$ cat config.mk
export PLATFORM = sky130hd
export DESIGN_NAME = reg_writeback_queue_flat
export DESIGN_NICKNAME = d
export VERILOG_FILES = /design/src/rtl/reg_writeback_queue_pkg.sv /design/src/rtl/reg_writeback_queue_if.sv /design/src/rtl/reg_writeback_queue_fifo.sv /design/src/rtl/reg_writeback_queue.sv /design/src/flat_wrapper.sv
export SDC_FILE = /design/constraint.sdc
export NUM_CORES = 1
export LEC_CHECK = 0
export BUFFER_PORTS_ARGS = -buffer_cell sky130_fd_sc_hd__buf_4
export CAP_MARGIN = 20
export CORE_AREA = 2 2 133 135
export CTS_CLUSTER_DIAMETER = 50
export DETAILED_ROUTE_END_ITERATION = 12
export DIE_AREA = 0 0 135 137
export HOLD_SLACK_MARGIN = 0.12
export PLACE_DENSITY = 0.86
export SYNTH_ARGS = -nofsm -noshare
export SYNTH_HDL_FRONTEND = slang
export SYNTH_SLANG_ARGS = --single-unit
$ cat constraint.sdc
create_clock -name clk -period 10.6 [get_ports clk]
set_input_delay 1.59 -clock clk [delete_from_list [all_inputs] [get_ports clk]]
set_output_delay 1.59 -clock clk [all_outputs]
set_load 0.1 [all_outputs]
$ cat src/rtl/reg_writeback_queue_pkg.sv
// Shared CPU constants and the writeback entry type.
// Provides DATA_W/ADDR_W/NUM_REGS, the queue sizing defaults, the
// zero-register constant and wb_entry_t {addr, data}.
package cpu_pkg;
    localparam int DATA_W   = 24;
    localparam int ADDR_W   = 3;
    localparam int NUM_REGS = 8;
    localparam int DEPTH    = 4;
    localparam int CNT_W    = 3;

    localparam logic [ADDR_W-1:0] REG_ZERO = '0;

    typedef struct packed {
        logic [ADDR_W-1:0] addr;
        logic [DATA_W-1:0] data;
    } wb_entry_t;
endpackage

$ cat src/rtl/reg_writeback_queue_if.sv
// Bus bundle for reg_writeback_queue.
// master: producers (ALU, MEM), flush source, drain enable, decode forward
//         selector; receives readies, register-file write port, forward
//         result, pending vector and queue status.
// slave : the writeback queue itself.
interface reg_writeback_queue_if;
    import cpu_pkg::*;

    logic                flush;
    logic                alu_valid;
    logic [ADDR_W-1:0]   alu_addr;
    logic [DATA_W-1:0]   alu_data;
    logic                alu_ready;
    logic                mem_valid;
    logic [ADDR_W-1:0]   mem_addr;
    logic [DATA_W-1:0]   mem_data;
    logic                mem_ready;
    logic                drain_en;
    logic                RegWrite;
    logic [ADDR_W-1:0]   write_address;
    logic [DATA_W-1:0]   write_data;
    logic [ADDR_W-1:0]   fwd_sel;
    logic                fwd_hit;
    logic [DATA_W-1:0]   fwd_data;
    logic [NUM_REGS-1:0] pending;
    logic                full;
    logic                empty;

    modport master (
        output flush, alu_valid, alu_addr, alu_data, mem_valid, mem_addr, mem_data,
               drain_en, fwd_sel,
        input  alu_ready, mem_ready, RegWrite, write_address, write_data,
               fwd_hit, fwd_data, pending, full, empty
    );

    modport slave (
        input  flush, alu_valid, alu_addr, alu_data, mem_valid, mem_addr, mem_data,
               drain_en, fwd_sel,
        output alu_ready, mem_ready, RegWrite, write_address, write_data,
               fwd_hit, fwd_data, pending, full, empty
    );
endinterface

$ cat src/rtl/reg_writeback_queue_fifo.sv
// wb_fifo: in-order storage for pending register writes.
// Ports: clk, rst (sync, active-high), clr (flush), push/push_entry,
//        pop, head (0 when empty), full/empty, fwd_sel -> fwd_hit/fwd_data
//        (youngest valid entry targeting fwd_sel).
module wb_fifo
    import cpu_pkg::*;
#(
    parameter int DEPTH = cpu_pkg::DEPTH
) (
    input  logic              clk,
    input  logic              rst,
    input  logic              clr,
    input  logic              push,
    input  wb_entry_t         push_entry,
    input  logic              pop,
    input  logic [ADDR_W-1:0] fwd_sel,
    output wb_entry_t         head,
    output logic              full,
    output logic              empty,
    output logic              fwd_hit,
    output logic [DATA_W-1:0] fwd_data
);
    localparam int PTR_W = $clog2(DEPTH);

    wb_entry_t        mem [DEPTH];
    logic [PTR_W:0]   wr_ptr;
    logic [PTR_W:0]   rd_ptr;
    logic [PTR_W:0]   count;
    logic [PTR_W-1:0] slot;

    always_ff @(posedge clk) begin
        if (rst || clr) begin
            wr_ptr <= '0;
            rd_ptr <= '0;
        end else begin
            if (push) wr_ptr <= wr_ptr + 1'b1;
            if (pop)  rd_ptr <= rd_ptr + 1'b1;
        end
    end

    always_ff @(posedge clk) begin
        if (push && !rst && !clr) mem[wr_ptr[PTR_W-1:0]] <= push_entry;
    end

    // Extra wrap bit distinguishes full from empty when indices coincide.
    assign count = wr_ptr - rd_ptr;
    assign empty = (wr_ptr == rd_ptr);
    assign full  = (wr_ptr[PTR_W] != rd_ptr[PTR_W]) &&
                   (wr_ptr[PTR_W-1:0] == rd_ptr[PTR_W-1:0]);
    assign head  = empty ? '0 : mem[rd_ptr[PTR_W-1:0]];

    // Walk oldest to youngest so the last match (youngest) wins.
    always_comb begin
        fwd_hit  = 1'b0;
        fwd_data = '0;
        slot     = '0;
        for (int i = 0; i < DEPTH; i++) begin
            slot = rd_ptr[PTR_W-1:0] + PTR_W'(i);
            if (((PTR_W+1)'(i) < count) && (fwd_sel != REG_ZERO) &&
                (mem[slot].addr == fwd_sel)) begin
                fwd_hit  = 1'b1;
                fwd_data = mem[slot].data;
            end
        end
    end
endmodule

$ cat src/rtl/reg_writeback_queue.sv
// reg_writeback_queue: writer side of the 8x24-bit register file.
// Ports: clk, rst (sync, active-high), bus (slave modport) carrying
//        flush, ALU/MEM valid-ready producers, drain_en, the register-file
//        write port (RegWrite/write_address/write_data), forward lookup
//        (fwd_sel/fwd_hit/fwd_data), pending vector and full/empty.
// Holds producer arbitration (mem over alu), R0 filtering and the
// per-register pending counters; storage lives in wb_fifo.
module reg_writeback_queue
    import cpu_pkg::*;
#(
    parameter int DEPTH = cpu_pkg::DEPTH,
    parameter int CNT_W = cpu_pkg::CNT_W
) (
    input logic                  clk,
    input logic                  rst,
    reg_writeback_queue_if.slave bus
);
    logic              fifo_full;
    logic              fifo_empty;
    logic              fifo_hit;
    logic [DATA_W-1:0] fifo_fwd;
    wb_entry_t         head;
    wb_entry_t         push_entry;
    logic              accept_mem;
    logic              accept_alu;
    logic              push;
    logic              pop;

    logic [CNT_W-1:0]    cnt [NUM_REGS];
    logic [NUM_REGS-1:0] inc_vec;
    logic [NUM_REGS-1:0] dec_vec;
    logic [NUM_REGS-1:0] pending_vec;

    // Ready is based on registered full: a pop in the same cycle does not
    // make room for an enqueue until the next cycle.
    assign bus.mem_ready = !rst && !bus.flush && !fifo_full;
    assign bus.alu_ready = !rst && !bus.flush && !fifo_full && !bus.mem_valid;
    assign accept_mem    = bus.mem_valid && bus.mem_ready;
    assign accept_alu    = bus.alu_valid && bus.alu_ready;

    always_comb begin
        push_entry = '0;
        if (accept_mem) begin
            push_entry.addr = bus.mem_addr;
            push_entry.data = bus.mem_data;
        end else if (accept_alu) begin
            push_entry.addr = bus.alu_addr;
            push_entry.data = bus.alu_data;
        end
    end

    // Writes to R0 are accepted but dropped here.
    assign push = (accept_mem || accept_alu) && (push_entry.addr != REG_ZERO);
    assign pop  = !rst && !bus.flush && !fifo_empty && bus.drain_en;

    wb_fifo #(.DEPTH(DEPTH)) u_fifo (
        .clk        (clk),
        .rst        (rst),
        .clr        (bus.flush),
        .push       (push),
        .push_entry (push_entry),
        .pop        (pop),
        .fwd_sel    (bus.fwd_sel),
        .head       (head),
        .full       (fifo_full),
        .empty      (fifo_empty),
        .fwd_hit    (fifo_hit),
        .fwd_data   (fifo_fwd)
    );

    always_comb begin
        inc_vec = '0;
        dec_vec = '0;
        if (push) inc_vec[push_entry.addr] = 1'b1;
        if (pop)  dec_vec[head.addr]       = 1'b1;
    end

    always_ff @(posedge clk) begin
        for (int r = 0; r < NUM_REGS; r++) begin
            if (rst || bus.flush) begin
                cnt[r] <= '0;
            end else begin
                case ({inc_vec[r], dec_vec[r]})
                    2'b10:   cnt[r] <= cnt[r] + 1'b1;
                    2'b01:   cnt[r] <= cnt[r] - 1'b1;
                    default: cnt[r] <= cnt[r];
                endcase
            end
        end
    end

    always_comb begin
        pending_vec = '0;
        for (int r = 0; r < NUM_REGS; r++) pending_vec[r] = (cnt[r] != '0);
    end

    // Outputs are forced to reset values while rst is high, including the
    // first reset cycle before the state registers have been cleared.
    assign bus.RegWrite      = pop;
    assign bus.write_address = rst ? '0 : head.addr;
    assign bus.write_data    = rst ? '0 : head.data;
    assign bus.fwd_hit       = !rst && fifo_hit;
    assign bus.fwd_data      = rst ? '0 : fifo_fwd;
    assign bus.pending       = rst ? '0 : pending_vec;
    assign bus.full          = !rst && fifo_full;
    assign bus.empty         = rst || fifo_empty;
endmodule
$ cat src/flat_wrapper.sv
// flat-port wrapper written by rule: the top's interface ports become plain ports
module reg_writeback_queue_flat import cpu_pkg::*;
#(
    parameter int DEPTH = cpu_pkg::DEPTH,
    parameter int CNT_W = cpu_pkg::CNT_W
)
  (clk, rst, bus_flush, bus_alu_valid, bus_alu_addr, bus_alu_data, bus_mem_valid, bus_mem_addr, bus_mem_data, bus_drain_en, bus_fwd_sel, bus_alu_ready, bus_mem_ready, bus_RegWrite, bus_write_address, bus_write_data, bus_fwd_hit, bus_fwd_data, bus_pending, bus_full, bus_empty);
  reg_writeback_queue_if bus_i ();
  input logic clk;
  input logic rst;
  input wire logic [$bits(bus_i.flush)-1:0] bus_flush;
  input wire logic [$bits(bus_i.alu_valid)-1:0] bus_alu_valid;
  input wire logic [$bits(bus_i.alu_addr)-1:0] bus_alu_addr;
  input wire logic [$bits(bus_i.alu_data)-1:0] bus_alu_data;
  input wire logic [$bits(bus_i.mem_valid)-1:0] bus_mem_valid;
  input wire logic [$bits(bus_i.mem_addr)-1:0] bus_mem_addr;
  input wire logic [$bits(bus_i.mem_data)-1:0] bus_mem_data;
  input wire logic [$bits(bus_i.drain_en)-1:0] bus_drain_en;
  input wire logic [$bits(bus_i.fwd_sel)-1:0] bus_fwd_sel;
  output wire logic [$bits(bus_i.alu_ready)-1:0] bus_alu_ready;
  output wire logic [$bits(bus_i.mem_ready)-1:0] bus_mem_ready;
  output wire logic [$bits(bus_i.RegWrite)-1:0] bus_RegWrite;
  output wire logic [$bits(bus_i.write_address)-1:0] bus_write_address;
  output wire logic [$bits(bus_i.write_data)-1:0] bus_write_data;
  output wire logic [$bits(bus_i.fwd_hit)-1:0] bus_fwd_hit;
  output wire logic [$bits(bus_i.fwd_data)-1:0] bus_fwd_data;
  output wire logic [$bits(bus_i.pending)-1:0] bus_pending;
  output wire logic [$bits(bus_i.full)-1:0] bus_full;
  output wire logic [$bits(bus_i.empty)-1:0] bus_empty;
  assign bus_i.flush = bus_flush;
  assign bus_i.alu_valid = bus_alu_valid;
  assign bus_i.alu_addr = bus_alu_addr;
  assign bus_i.alu_data = bus_alu_data;
  assign bus_i.mem_valid = bus_mem_valid;
  assign bus_i.mem_addr = bus_mem_addr;
  assign bus_i.mem_data = bus_mem_data;
  assign bus_i.drain_en = bus_drain_en;
  assign bus_i.fwd_sel = bus_fwd_sel;
  assign bus_alu_ready = bus_i.alu_ready;
  assign bus_mem_ready = bus_i.mem_ready;
  assign bus_RegWrite = bus_i.RegWrite;
  assign bus_write_address = bus_i.write_address;
  assign bus_write_data = bus_i.write_data;
  assign bus_fwd_hit = bus_i.fwd_hit;
  assign bus_fwd_data = bus_i.fwd_data;
  assign bus_pending = bus_i.pending;
  assign bus_full = bus_i.full;
  assign bus_empty = bus_i.empty;
  reg_writeback_queue #(.DEPTH(DEPTH), .CNT_W(CNT_W)) u_core (.clk(clk), .rst(rst), .bus(bus_i));
endmodule
Yosys cells after proc, flatten, opt, wreduce, memory -nomap -nowiden
Memory sizes are Yosys's and may differ from the RTL's. A register that Yosys moved wholly into a read port is not among the register bits.
Index checks and enable logic that the tools add are counted.
Storage, ports and cells
  bits in registers: 6
  bits in writable memories: 132
  bits of input ports: 63
  output and inout port bits: 65
  word-level logic and storage cells: 253
  memories: 2
Memory list
  u_core.u_fifo.mem: depth 4, width 27, read ports 4, clocked after Yosys merged registers in 1, write ports 1, line reg_writeback_queue_fifo.sv:25  | wb_entry_t mem [DEPTH];
  u_core.cnt: depth 8, width 3, read ports 8, clocked after Yosys merged registers in 0, write ports 8, line reg_writeback_queue.sv:29  | logic [CNT_W-1:0] cnt [NUM_REGS];
Operators by class
  add/subtract/negate cells: 22
  order comparisons: 8
  equality and inequality tests: 23
  mux-type cells: 123
  bitwise logic cells: 24
  reduce and logical (&&, ||, !) cells: 49
Operators by type and width (number)
  2-to-1 mux 24 bit: 6
  2-to-1 mux 1 bit: 82
  2-to-1 mux 27 bit: 3
  2-to-1 mux 3 bit: 25
  adder 3 x 1 -> 3 bit, second input constant: 10
  nonzero test 3 bit: 10
  2-to-1 mux 8 bit: 3
  bitwise OR 1 bit: 24
  subtractor 3 x 1 -> 3 bit, second input constant: 8
  logical AND 1 bit: 23
  equality test 2 x 1 -> 1 bit, second input constant: 8
  equality test 2 bit, second input constant: 8
  OR reduction 2 bit: 8
  equality test 3 bit: 5
  less-than comparator 3 x 4 -> 1 bit, second input constant: 2
  demux 1 bit (select 3 bit): 2
  greater-or-equal comparator 3 x 1 -> 1 bit, second input constant: 2
  less-than comparator 1 x 3 -> 1 bit, first input constant: 2
  less-than comparator 2 x 3 -> 1 bit, first input constant: 2
  zero test 1 bit: 5
  adder 2 bit, second input constant: 2
  2-to-1 mux 2 bit: 2
  logical OR 1 bit: 3
  subtractor 3 bit: 1
  other kinds (3): 3

Longest topological paths before layout
Gate-level depths: netlist of the first run.
  depth after elaboration: 20
  gate-level depth with buffers: 16
  mapped depth without buffers: 14

Modules after synthesis
A second synthesis of the first run with hierarchy kept.
Second synthesis, totals
  cells, all modules: 832
  area total of the unflattened synthesis: 10411.2 um^2
Modules (own cells, without submodules)
  wb_fifo: instances 1, cells each 493, area an instance 7558.5 um^2, seq. area each 3403.3 um^2
  reg_writeback_queue: instances 1, cells each 339, area an instance 2852.7 um^2, seq. area each 720.7 um^2

Least setup slack after synthesis of the first run
OpenSTA, ideal clock, no wires.
  path kind: input to output
  start point: input port bus_fwd_sel[1]
  end point: output port bus_fwd_hit
  arrival: 4.651 ns
  data required time: 9.010 ns
  setup slack: 4.359 ns
  stages: 7
  buffers on the path: 3
  path through: clkbuf_1 > or3_1 > o21ai_0 > or4_1 > buf_2 > clkbuf_1 > a31oi_1
On the way
  word-level cells in the longest chain between the ends: 8
RTL lines
  start: declaration: line flat_wrapper.sv:19  | input wire logic [$bits(bus_i.fwd_sel)-1:0] bus_fwd_sel;
  nonzero test 3 bit: line reg_writeback_queue_fifo.sv:59  | if (((PTR_W+1)'(i) < count) && (fwd_sel != REG_ZERO) &&
  logical AND 1 bit (2 in series): line reg_writeback_queue_fifo.sv:59
  2-to-1 mux 1 bit (3 in series): line reg_writeback_queue_fifo.sv:59
  2-to-1 mux 1 bit *: line reg_writeback_queue_fifo.sv:59
  logical AND 1 bit *: line reg_writeback_queue.sv:102  | assign bus.fwd_hit = !rst && fifo_hit;
  end: declaration: line flat_wrapper.sv:25  | output wire logic [$bits(bus_i.fwd_hit)-1:0] bus_fwd_hit;
Mark *: on every way between the ends. The rest lies on a longest branch, timed or not.

Worst setup path after layout of the first run
  start point: register u_core.u_fifo.rd_ptr[1]
  end point: output port bus_fwd_data[14]
On the way
  word-level cells in the longest chain between the ends: 9
RTL lines
  start: declaration: line reg_writeback_queue_fifo.sv:27  | logic [PTR_W:0] rd_ptr;
  start signal: assignment: line reg_writeback_queue_fifo.sv:37  | if (pop) rd_ptr <= rd_ptr + 1'b1;
  subtractor 3 bit: line reg_writeback_queue_fifo.sv:46  | assign count = wr_ptr - rd_ptr;
  less-than comparator 1 x 3 -> 1 bit: line reg_writeback_queue_fifo.sv:59
  logical AND 1 bit (2 in series): line reg_writeback_queue_fifo.sv:59
  2-to-1 mux 24 bit (3 in series): line reg_writeback_queue_fifo.sv:59
  2-to-1 mux 24 bit *: line reg_writeback_queue_fifo.sv:59
  2-to-1 mux 24 bit *: line reg_writeback_queue.sv:103  | assign bus.fwd_data = rst ? '0 : fifo_fwd;
  end: declaration: line flat_wrapper.sv:26  | output wire logic [$bits(bus_i.fwd_data)-1:0] bus_fwd_data;
Marked as above.

==> results.cfg, run 1 <==
[floorplan]
rows = 48
die_area_um2 = 18500
initial_utilization_pct = 58.6
ioPinCount = 128
die_w_um = 135
core_um2 = 17100
dieHeight_um = 137

[pwr]
p_seq_share_pct = 47.0
switching_share_pct = 26.8
max-vdd-ir-drop_mv = 0.110
power.share.clock_pct = 40.6
power.density_nw_per_um2 = 115
p_int_mw = 0.981
leakage_nw = 4.16
combPwrFrac_pct = 12.4
power_switching_mw = 0.358

[detailed_routing]
wl_per_cell_um = 23.0
wl_met3_mm = 2.39
vias = 7584
drt_first_iter_violations = 692
postRouteAntennaNets = 0
dr.pass1.iters = 5
dr_wl_met2_mm = 13.2
routed_wl_mm = 25.7
drc = 0
viasPerCell = 6.80
wl_met1_mm = 9.35
maxUsedRoutingLayer = met4

[timing]
maxSlewViolCount = 0
layout_min_cycle_time_ns = 7.08
finalHoldViolCount = 0
max_freq_ghz = 0.141
hold_slack_ns = 0.587
worst_pin_slew_ns = 1.00
setup_viol = 0
rsz0062_at_grt = false
period_share_pct = 66.8
skew_ns = 0.00680
tns_ns = 0
slew-limit-headroom_pct = 32.9

[final_layout]
final_cell_area_um2 = 11700
area_growth_pct = 16.6
nets = 985
drive_above_1_share_pct = 36.3
multi_input_area_um2 = 5370
nFillCells = 1136
seq_area_um2 = 4130
num_antenna_cells = 0

[synthesis]
synth_edf_count = 132
ys_ff_latch = 140
yosysUniqueCellTypes = 53
syn_area_um2 = 9990
ys.flop_type = edfxtp_1
yosysTopAreaCell = edfxtp_1
seq_area_frac_synth_pct = 41.3
async_flop_share_pct = 0
synthCells = 774
synth.avg_cell_area_um2 = 12.9
synth_commonest_cells = edfxtp_1, mux4_2, inv_1
ys_top_cells_by_area = edfxtp_1, mux4_2, ha_1, o2111a_1, inv_1
yosysMostFrequentCell = edfxtp_1
synth.top_cell.area_share_pct = 39.7
synth-warning-count = 0
synth_nets = 882

[clock_tree]
insertion_delay_ns = 0.43
cts.path.max_buffers = 2
htreeDepth = 4
cts_root_buf = clkbuf_16
cts-buffers-inserted = 17
clock-sinks = 140
hold_buffers = 0
cts.clk_slew.worst_paths_ns = 0.06
cts_tree = built
cts_resized = 0
postCtsSetupRepairBufs = 0

[worst_setup_path]
rrSetupSlack_ns = 6.31
crit_path_top_delay_cell = dfxtp_1
cp-endpoint = bus_fwd_data[14]
start_kind = register
endpoint_kind = primary output
worstReg2RegEnd = u_core.u_fifo.wr_ptr[2]
critical_path_class = reg2out
crit_path_start = u_core.u_fifo.rd_ptr[1]
cpMostUsedCell = buf_4
crit_arrival_ns = 5.49
worstPathMaxFanout = 50
r2r_start = u_core.u_fifo.rd_ptr[1]
slowest_delay_ns = 0.93
worst-r2r-cell-count = 10
required_ns = 9.01
crit_chain = buf_4 -> ha_2 -> mux2i_1 -> o311ai_0 -> a211oi_1 -> nand3_2 -> nand2b_4 -> o2111a_1 -> buf_4

[place]
gp_congestion = 0.893
numPortBuffers = 127
placed_area_um2 = 11100
dp_hpwl_mm = 17.1

[global_routing]
grt_pass1_wl_mm = 40.2
antenna_found_initial = 0
grt_max_degree = 51
grt_pass1_vias = 7628
grt_usage_pct = 28.7
globalRouteOverflowTotal = 0

[flow_run]
maxCapViolCount = 0

[min_path]
hp-class = reg2reg

[status]
outcome = completed
-- worst min path at each step --
| stage | endpoint | cells past startpoint | start |
|---|---|---|---|
| final | u_core.u_fifo.rd_ptr[2] | 2 | u_core.u_fifo.rd_ptr[2] |
| after global routing | u_core.u_fifo.wr_ptr[2] | 2 | u_core.u_fifo.wr_ptr[2] |
| after CTS | u_core.u_fifo.rd_ptr[2] | 2 | u_core.u_fifo.rd_ptr[2] |
| after detailed placement | u_core.u_fifo.rd_ptr[2] | 2 | u_core.u_fifo.rd_ptr[2] |
| after global placement | u_core.u_fifo.rd_ptr[2] | 2 | u_core.u_fifo.rd_ptr[2] |
| after floorplan | u_core.u_fifo.rd_ptr[2] | 2 | u_core.u_fifo.rd_ptr[2] |
-- cells in the final DEF (no fill, tap or decap), drive strengths merged, types with 24 or more instances in the layout --
| master | n |
|---|---|
| or2 | 29 |
| nor2 | 66 |
| o2111a | 24 |
| o2111ai | 24 |
| mux4 | 105 |
| buf | 141 |
| inv | 74 |
| edfxtp | 132 |
| nand2 | 39 |
| a22o | 24 |
| ha | 43 |
-- critical path: cells and delay by family, from the launching register on --
family | cells | cell delay [ns]
AND/OR/NAND/NOR | 2 | 1.54
flip-flops | 1 | 0.93
AO/OA/AOI/OAI | 3 | 0.84
buffers and inverters | 2 | 0.69
adder cells (fa/ha/maj) | 1 | 0.66
multiplexers | 1 | 0.38
-- cell families (layout without fill, tap and decap cells) --
logic type	count (synthesis)	count (layout)	synth area share, %
adder cells (fa/ha/maj)	45	45	5.78
multiplexers	125	125	25.8
other	2	2	0.0751
AO/OA/AOI/OAI	114	114	9.85
buffers and inverters	128	244	5.26
XOR/XNOR	24	24	2.24
flip-flops	140	140	41.3
AND/OR/NAND/NOR	196	196	9.76
-- registers in the layout, indices dropped and copies added, names as in the netlist, named ones only --
| name | flops |
|---|---|
| u_core.cnt | 24 |
| u_core.u_fifo.mem | 108 |
| u_core.u_fifo.rd_ptr | 3 |
| u_core.u_fifo.wr_ptr | 3 |
-- per-stage QoR --
stage,util (%),setup WS (ns),cells,power [mW]
6_report,68.3,3.52,1115,1.34
5_1_grt,68.3,3.30,1115,1.38
4_1_cts,68.3,3.69,1114,1.34
3_5_place_dp,65.1,4.23,1082,0.804
3_3_place_gp,65.1,4.43,1082,0.799
2_1_floorplan,-,4.36,774,0.753
-- layer usage --
metal,vias up,track usage [%]
met4,0,12.4
met2,552,48.7
met3,80,6.22
met1,3716,35.7
li1,3236,-
met5,-,0
-- area by class of cell --
type                    count  area share (%)
multi-input cells         506            46.1
flip-flops and latches    140            35.4
repair buffers            141            9.15
clock buffers              17            3.65
well taps                 225            2.42
inverters                  71            2.29
clock inverters            15            1.01
-- power by group through the flow --
stage	Clock [mW]	Combinational (mW)	Sequential, mW
finish	0.543	0.166	0.630
global route	0.569	0.176	0.631
CTS	0.545	0.165	0.630
detailed placement	0	0.163	0.641
global placement	0	0.160	0.639
floorplan	0	0.117	0.636
(Power assumes the default switching activity.)
==> run 2, diff against run 1 <==
CORE_AREA = 2 2 140 142   (was 2 2 133 135)
DIE_AREA = 0 0 142 144   (was 0 0 135 137)
PLACE_DENSITY = 0.82   (was 0.86)
clock period = 5.9 ns   (was 10.6 ns; I/O delays follow)
==> run 2 against run 1 <==
Effect of this change: flip-flop and latch count stayed put; global-route usage is 2.8 points lower; utilization is 6.6 points lower; cell area is 1.1% higher; critical endpoint is now bus_fwd_data[12]; largest cell class unchanged.
==> results.cfg, run 2 (same netlist as run 1, synthesis figures left out) <==
[detailed_routing]
vias = 7484
postRouteAntennaNets = 0
wl_per_cell_um = 23.1
drt_first_iter_violations = 653
dr.pass1.iters = 5
drc = 0
routed_wl_mm = 26.0
viasPerCell = 6.64

[clock_tree]
insertion_delay_ns = 0.43
cts.clk_slew.worst_paths_ns = 0.06
htreeDepth = 4
cts_root_buf = clkbuf_16
cts.path.max_buffers = 2
postCtsSetupRepairBufs = 0
cts_resized = 0
hold_buffers = 0
cts-buffers-inserted = 17
clock-sinks = 140
cts_tree = built

[pwr]
power.share.clock_pct = 45.0
max-vdd-ir-drop_mv = 0.198
leakage_nw = 4.21
power.density_nw_per_um2 = 221
switching_share_pct = 25.5
power_switching_mw = 0.665
p_int_mw = 1.94
p_seq_share_pct = 43.4
combPwrFrac_pct = 11.6

[timing]
setup_viol = 0
skew_ns = 0.0104
max_freq_ghz = 0.189
period_share_pct = 89.6
rsz0062_at_grt = false
tns_ns = 0
slew-limit-headroom_pct = 28.7
layout_min_cycle_time_ns = 5.29
worst_slack_ns = 0.613
worst_pin_slew_ns = 1.07
maxSlewViolCount = 0
finalHoldViolCount = 0

[global_routing]
globalRouteOverflowTotal = 0
grt_max_degree = 47
grt_pass1_vias = 7538
grt_pass1_wl_mm = 40.3
antenna_found_initial = 0
grt_usage_pct = 25.9

[flow_run]
maxCapViolCount = 0

[place]
numPortBuffers = 127
gp_congestion = 0.852
dp_hpwl_mm = 16.8
preCtsSetupSlack_ns = 1.11
placed_area_um2 = 11100

[worst_setup_path]
required_ns = 5.02
endpoint_kind = primary output
crit_path_top_delay_cell = nand3_2
critical_path_class = reg2out
worstPathMaxFanout = 33
start_kind = register
crit_chain = buf_4 -> inv_1 -> fa_1 -> xnor3_1 -> o311ai_0 -> a211oi_1 -> nand3_2 -> nand2b_4 -> o2111a_1 -> buf_4
crit_arrival_ns = 4.40
critical_path.top_delay_family = simple AND/OR/NAND/NOR gates
cpMostUsedCell = buf_4
worst-path-buf-inv = 3
slowest_delay_ns = 0.63

[final_layout]
nets = 984
final_cell_mix = buf_4, edfxtp_1, mux4_2
num_antenna_cells = 0
area_growth_pct = 17.9
final_cell_area_um2 = 11800
drive_above_1_share_pct = 36.1
final_common_cell = buf_4
largest_reg_flops = 108
finish.utilization_pct = 61.7

[floorplan]
ioPinCount = 128
core_um2 = 19100
rows = 51
die_w_um = 142
die_area_um2 = 20400
dieHeight_um = 144
initial_utilization_pct = 52.4

[status]
outcome = completed

[min_path]
hp-class = reg2reg
-- run 2: changes by cell type in the layout (fill, tap and decap cells not counted), sizes merged --
cell,change
clkinvlp,-1
inv,+1
clkinv,-4
buf,-1
bufinv,+4
-- run 2: power groups by stage --
stage / registers [mW] / clock network, mW / logic (mW)
3_3_place_gp: 1.15 / 0 / 0.293
6_report: 1.13 / 1.17 / 0.303
5_1_grt: 1.13 / 1.22 / 0.321
2_1_floorplan: 1.14 / 0 / 0.210
3_5_place_dp: 1.15 / 0 / 0.299
4_1_cts: 1.13 / 1.17 / 0.302
-- run 2: final cells by class --
type	count	area, um2
clock buffer	17	425
clock inverter	15	211
fill	1382	7300
inverter	71	267
multi-input combinational	506	5390
sequential	140	4130
tap	238	298
timing repair buffer	140	1060
-- run 2: worst paths after layout --
kind | startpoint | to | slack [ns] | cells after the start
setup reg to reg | u_core.u_fifo.rd_ptr[1] | u_core.cnt[1][2] | 2.09 | 16
hold / removal | u_core.u_fifo.rd_ptr[2] | u_core.u_fifo.rd_ptr[2] | 0.60 | 2
hold reg to reg | u_core.u_fifo.rd_ptr[2] | u_core.u_fifo.rd_ptr[2] | 0.60 | 2
setup / recovery | u_core.u_fifo.rd_ptr[1] | bus_fwd_data[12] | 0.61 | 10
-- run 2: metal layers --
metal | part of all wire, % | GRT usage, % | vias up
met4 | 3.1 | 10.3 | 0
li1 | - | - | 3227
met2 | 51 | 44.3 | 452
met3 | 8.1 | 6.52 | 76
met5 | 0 | 0 | -
met1 | 37 | 31.8 | 3729
-- run 2: metrics by stage --
stage | hold slack [ns] | std cells | total power [mW]
2_1_floorplan | 0.523 | 774 | 1.35
3_3_place_gp | 0.571 | 1094 | 1.44
3_5_place_dp | 0.583 | 1095 | 1.45
4_1_cts | 0.600 | 1127 | 2.60
5_1_grt | 0.621 | 1127 | 2.67
6_report | 0.595 | 1127 | 2.60
-- run 2: worst min-delay path, delay by kind of cell (launching register included) --
family | cells | cell delay [ns]
flops | 1 | 0.39
simple gates | 1 | 0.08
xor+xnor | 1 | 0.09
